===== config.mk =====
export PLATFORM = sky130hd
export DESIGN_NAME = timer_ctrl
export DESIGN_NICKNAME = d
export VERILOG_FILES = /design/src/rtl/timer_ctrl.sv
export SDC_FILE = /design/constraint.sdc
export NUM_CORES = 1
export LEC_CHECK = 0
export BUFFER_PORTS_ARGS = -buffer_cell sky130_fd_sc_hd__buf_2
export CAP_MARGIN = 15
export CELL_PAD_IN_SITES_DETAIL_PLACEMENT = 1
export CELL_PAD_IN_SITES_GLOBAL_PLACEMENT = 2
export CORE_ASPECT_RATIO = 0.8
export CORE_MARGIN = 3
export CORE_UTILIZATION = 33
export DETAILED_ROUTE_END_ITERATION = 16
export PLACE_DENSITY = 0.94
export SYNTH_ARGS = -nofsm -noshare
export SYNTH_HDL_FRONTEND = slang
export SYNTH_SLANG_ARGS = --single-unit
export TNS_END_PERCENT = 10

===== constraint.sdc =====
create_clock -name clk -period 3.1 [get_ports clk]
set_input_delay 0.155 -clock clk [delete_from_list [all_inputs] [get_ports clk]]
set_output_delay 0.155 -clock clk [all_outputs]
set_load 0.05 [all_outputs]

===== src/rtl/timer_ctrl.sv =====
// Programmable up-counting timer with config handshake, start/stop, periodic or one-shot mode.
// Optional step prescaler compiled in with `define TIMER_CTRL_PRESCALE_EN.
module timer_ctrl #(
   parameter int WIDTH     = 8,
   parameter int PRE_WIDTH = 4
) (
   input  logic                 clk,
   input  logic                 rst,
   input  logic                 cfg_valid,
   output logic                 cfg_ready,
   input  logic [WIDTH-1:0]     cfg_period,
   input  logic                 cfg_oneshot,
   input  logic [PRE_WIDTH-1:0] cfg_prescale,
   input  logic                 start,
   input  logic                 stop,
   output logic [WIDTH-1:0]     count,
   output logic                 running,
   output logic                 tick,
   output logic                 done
);

   typedef enum logic [1:0] {S_IDLE, S_RUN, S_DONE} state_t;

   state_t           r_state, w_state_nxt;
   logic [WIDTH-1:0] r_count, w_count_nxt;
   logic [WIDTH-1:0] r_period;
   logic             r_oneshot;
   logic             r_tick, w_tick_nxt;
   logic             r_done, w_done_nxt;
   logic             w_cfg_acc;
   logic             w_step;

   assign cfg_ready = (r_state != S_RUN);
   assign running   = (r_state == S_RUN);
   assign w_cfg_acc = cfg_valid && cfg_ready;
   assign count     = r_count;
   assign tick      = r_tick;
   assign done      = r_done;

`ifdef TIMER_CTRL_PRESCALE_EN
   logic [PRE_WIDTH-1:0] r_prescale, r_pre_cnt, w_pre_nxt;

   assign w_step = (r_pre_cnt == r_prescale);

   // Prescaler restarts from zero on any control event so the first step is a full interval away.
   always_comb begin
      w_pre_nxt = r_pre_cnt;
      if (w_cfg_acc) begin
         w_pre_nxt = '0;
      end else if (r_state == S_RUN) begin
         if (stop || start || w_step) w_pre_nxt = '0;
         else                         w_pre_nxt = r_pre_cnt + 1'b1;
      end else if (start) begin
         w_pre_nxt = '0;
      end
   end

   always_ff @(posedge clk or posedge rst) begin
      if (rst) begin
         r_prescale <= '0;
         r_pre_cnt  <= '0;
      end else begin
         r_pre_cnt <= w_pre_nxt;
         if (w_cfg_acc) r_prescale <= cfg_prescale;
      end
   end
`else
   logic w_unused_prescale;

   assign w_step            = 1'b1;
   assign w_unused_prescale = ^cfg_prescale;
`endif

   // Config accept has priority over start; in RUN, stop beats start.
   always_comb begin
      w_state_nxt = r_state;
      w_count_nxt = r_count;
      w_tick_nxt  = 1'b0;
      w_done_nxt  = r_done;
      if (w_cfg_acc) begin
         w_state_nxt = S_IDLE;
         w_count_nxt = '0;
         w_done_nxt  = 1'b0;
      end else begin
         case (r_state)
            S_RUN: begin
               if (stop) begin
                  w_state_nxt = S_IDLE;
               end else if (start) begin
                  w_count_nxt = '0;
               end else if (w_step) begin
                  if (r_count == r_period) begin
                     w_count_nxt = '0;
                     w_tick_nxt  = 1'b1;
                     if (r_oneshot) begin
                        w_state_nxt = S_DONE;
                        w_done_nxt  = 1'b1;
                     end
                  end else begin
                     w_count_nxt = r_count + 1'b1;
                  end
               end
            end
            default: begin
               if (start) begin
                  w_state_nxt = S_RUN;
                  w_count_nxt = '0;
                  w_done_nxt  = 1'b0;
               end
            end
         endcase
      end
   end

   always_ff @(posedge clk or posedge rst) begin
      if (rst) begin
         r_state   <= S_IDLE;
         r_count   <= '0;
         r_period  <= '0;
         r_oneshot <= 1'b0;
         r_tick    <= 1'b0;
         r_done    <= 1'b0;
      end else begin
         r_state <= w_state_nxt;
         r_count <= w_count_nxt;
         r_tick  <= w_tick_nxt;
         r_done  <= w_done_nxt;
         if (w_cfg_acc) begin
            r_period  <= cfg_period;
            r_oneshot <= cfg_oneshot;
         end
      end
   end

endmodule

-- Word level (Yosys, flattened, before mapping)
Cells that the tools add are included.
- add/subtract/negate cells: 1
- reduce and logical (&&, ||, !) cells: 7
- eq/ne operators: 6
- muxes and demuxes: 25
- operator list (kind ; count):
    $mux 8 ; 6
    $mux 2 ; 7
    $mux 1 ; 12
    $add 8x1->8 const B ; 1
    $eq 8x8->1 ; 1
    $reduce_bool 4->1 ; 2
    $ne 3x2->1 const B ; 2
    $reduce_and 5->1 ; 1
    $ne 4x3->1 const B ; 1
    $reduce_and 4->1 ; 1
    $reduce_bool 3->1 ; 1
    $eq 2x1->1 const B ; 1
    $ne 2x1->1 const B ; 1
    $reduce_and 2->1 ; 1
    $logic_and 1x1->1 ; 1
- input port bits: 18
- output and inout bits: 12
- flip-flop bits (word level): 21
- logic and storage cells: 45

-- Longest topological paths before layout
- depth after elaboration: 6
- mapped depth: 7
- mapped depth without buffers: 6

-- Worst setup path before layout
OpenSTA, ideal clock, no wires.
- path type: register to register
- start: register r_count[2], in the netlist count[2]
- end: register r_state[0]
- path buffers: 0
- period minus slack after synthesis: 1870 ps
- setup slack: 1230 ps
- data required time: 2982 ps
- cell stages (with the launch flop): 6
- library setup time: 118 ps
- arrival time: 1752 ps
- cell sequence: dfrtp_1 xnor2_1 nand4_1 or4b_1 a21oi_1 nor2_1
- cells in the longest elaborated chain, start to end: 3
- RTL lines (element ; RTL line ; RTL):
    start, declared ; 25 ; logic [WIDTH-1:0] r_count, w_count_nxt;
    start signal, assigned ; 125 ; r_count <= w_count_nxt;
    $eq 8x8->1 ; 92 ; if (r_count == r_period) begin
    $reduce_bool 4->1 (no line) ; - ;
    $reduce_and 4->1 (no line) ; - ;
    end signal, assigned ; 124 ; r_state <= w_state_nxt;
    end, declared ; 24 ; state_t r_state, w_state_nxt;
Every way passes these cells.
A chain may end at the register's enable or synchronous reset.

-- Final worst setup path
- start: register r_count[0], in the netlist count[0]
- end: register r_count[0], in the netlist count[0]
- cells in the longest elaborated chain, start to end: 6
- elaborated cells between the ends (all ways): 7
- those cells by class: add/sub: 1; eq/ne: 1; mux: 5
- RTL lines (element ; RTL line ; RTL):
    $add 8x1->8 / $eq 8x8->1 (equally long branches) ; 100, 92 ;
    $mux 8 * ; 92 ;
    $mux 8 * ; 89 ; end else if (start) begin
    $mux 8 * ; 87 ; if (stop) begin
    $mux 8 * ; 85 ; case (r_state)
    $mux 8 * ; 80 ; if (w_cfg_acc) begin
Every way passes the cells marked *; elsewhere a longest branch is shown, timed or not. The select of a mux whose other input is x is not followed.

==> qor.csv <==
metric,value,unit
status,"finished, final reports clean",
routed_via_density,5.09,
power_frac_seq,48.5,%
first_iter_violations,6,
grt_pass1_wl,4000,um
grt_setup_unrepaired,no,
power.share.clock,24.8,%
netlist-cell-type-count,27,
yosysTopAreaCell,dfrtp_1,
netSwitchingPower,0.230,mW
max-slew-margin-rel,47.3,%
synth_area_per_cell,10.6,um^2
period_share,66.8,%
cellInternalPower,0.485,mW
postCtsSetupRepairBufs,0,
drive_above_1_share,32.5,%
clock_latency,0.26,ns
clock_sinks,21,
start_util,36.2,%
die_y,56.4,um
setup_slack,1.03,ns
pre_cts_slack,1.12,ns
ios,30,
p_leak,0.570,nW
startpoint_type,register,
cts_hold_buf,0,
maxSlewViolCount,0,
cts_resized,0,
critical_path.max_fanout,9,
grt_usage,12.7,%
fmaxAchievable,483,MHz
overflow,0,
die_area,3890,um^2
placed_cell_area,1200,um^2
cts-buffers-inserted,3,
synth_common_cells,"21 x dfrtp_1, 11 x mux2_2, 10 x nand2_1",
setup_viol,0,
io_buffers,25,
wl_per_cell,14.8,um
endpoint_kind,register,
power.share.combinational,26.7,%
synth-async-reset-ratio,100,%
hold_path.class,in2async,
ant_nets,0,
synthFlopType,dfrtp_1,
grtUsageMet2,22.3,%
wl,2430,um
setup_tns,0,ns
layout.nets,146,
synthTopCellsByArea,"dfrtp_1 50%, mux2_2 12%, xnor2_1 6.7%, nand2_1 3.6%, o21ai_0 3.3%",
ys_seq_elements,21,
top_usage_layer,met2,
synth-seq-area-share,50.1,%
swShare,32.2,%
fp-row-count,17,
dr_total_vias,835,
grt_pass1_vias,856,
clk_path_buf_depth,2,
synth_edf_count,0,
netlist_area,1050,um^2
period_needed,2.07,ns
die_x,69.0,um
drv_cap,0,
yosysMostFrequentCell,dfrtp_1,
hold_viol,0,
core_region_area,2890,um^2
cp.arrival,2.22,ns
power.total,0.715,mW
netlist_instances,99,
cp.required,3.25,ns
use_met1,15.6,%
drc,0,
final_area,1250,um^2
yosys_warnings,0,
grt_max_degree,22,
ir_drop,0.000347,V
tightest_slew,0.790,ns
grt_use_met3,4.47,%
fin_skew,0.00254,ns
syn2layout_area_growth,19.2,%
timing.hold.ws,0.0342,ns
cellPowerDensity,572,nW/um^2
cts_tree,built,
antenna_found_initial,0,
syn_nets,118,
diodes,0,
h-tree-depth,1,
first_pass_iters,4,
gp_congestion,0.763,
synth_top_cell_area_share,50.1,%
worstSetupPathType,reg2reg,
hpwl,1860,um
cts-root-buf,clkbuf_8,
clk_pin_slew,0.07,ns
==> cell type report <==
type / count / area, um^2
Multi-Input combinational cell: 72 / 492
Fill cell: 356 / 1640
Timing Repair Buffer: 25 / 125
Sequential cell: 21 / 526
Clock buffer: 4 / 45.0
Inverter: 4 / 15.0
Tap cell: 38 / 47.5
==> cell usage in the layout (no fill, tap or decap), types with 3 or more instances in the layout <==
| master | instances |
|---|---|
| a21oi_1 | 4 |
| buf_2 | 25 |
| clkbuf_8 | 3 |
| dfrtp_1 | 21 |
| inv_1 | 3 |
| mux2_2 | 11 |
| nand2_1 | 10 |
| nand3_1 | 4 |
| nor2_1 | 7 |
| nor3_1 | 4 |
| o21ai_0 | 7 |
| xnor2_1 | 8 |
==> final timing paths <==
check | start | end | slack, ns | cells after the start
max | count[0] | count[0] | 1.03 | 5
min reg2reg | r_oneshot | r_oneshot | 0.51 | 1
max reg2reg | count[0] | count[0] | 1.03 | 5
min in group clk | cfg_period[7] | r_period[7] | 0.12 | 2
min | rst | r_period[0] | 0.03 | 2
max in group asynchronous | rst | count[2] | 2.57 | 2
==> routing by layer <==
metal,vias to the layer above,share of wire [%],wire [um]
met5,-,0,0
met2,21,50,1210
met1,414,45,1090
li1,400,-,-
met4,0,0,0
met3,0,5.1,124
==> power by group through the flow <==
stage          Combinational (mW)  Sequential [mW]  Clock [mW]
3_5_place_dp                0.191            0.352           0
5_1_grt                     0.210            0.352       0.194
3_3_place_gp                0.183            0.350           0
4_1_cts                     0.193            0.347       0.183
2_1_floorplan               0.141            0.357           0
6_report                    0.191            0.346       0.177
==> worst max-delay path, stage by stage (launching register included) <==
cell and delay (ns):
dfrtp_1 0.46, xnor2_1 0.23, nand4_1 0.21, o21ai_1 0.56, nor2_1 0.20, mux2_2 0.30
==> per-stage QoR <==
step	instances	util [%]
after floorplan	99	-
final	164	43.2
after detailed placement	160	41.7
after global placement	160	41.7
after CTS	164	43.2
after global routing	164	43.2
==> kinds of logic (layout without fill, tap and decap cells) <==
kind of cell / Yosys count / after routing / share of synthesized area [%]
AND/OR/NAND/NOR: 34 / 34 / 16.5
flip-flops: 21 / 21 / 50.1
AO/OA/AOI/OAI: 17 / 17 / 9.79
multiplexers: 12 / 12 / 12.8
XOR/XNOR: 8 / 8 / 6.68
buffers and inverters: 6 / 33 / 2.98
adder cells (fa/ha/maj): 1 / 1 / 1.19
==> registers in the layout (all words and copies together) (netlist names) <==
name,count
r_period,8
r_oneshot,1
count,8
r_state,2
tick,1
done,1
No activity file was read; power rests on OpenSTA's default activity.
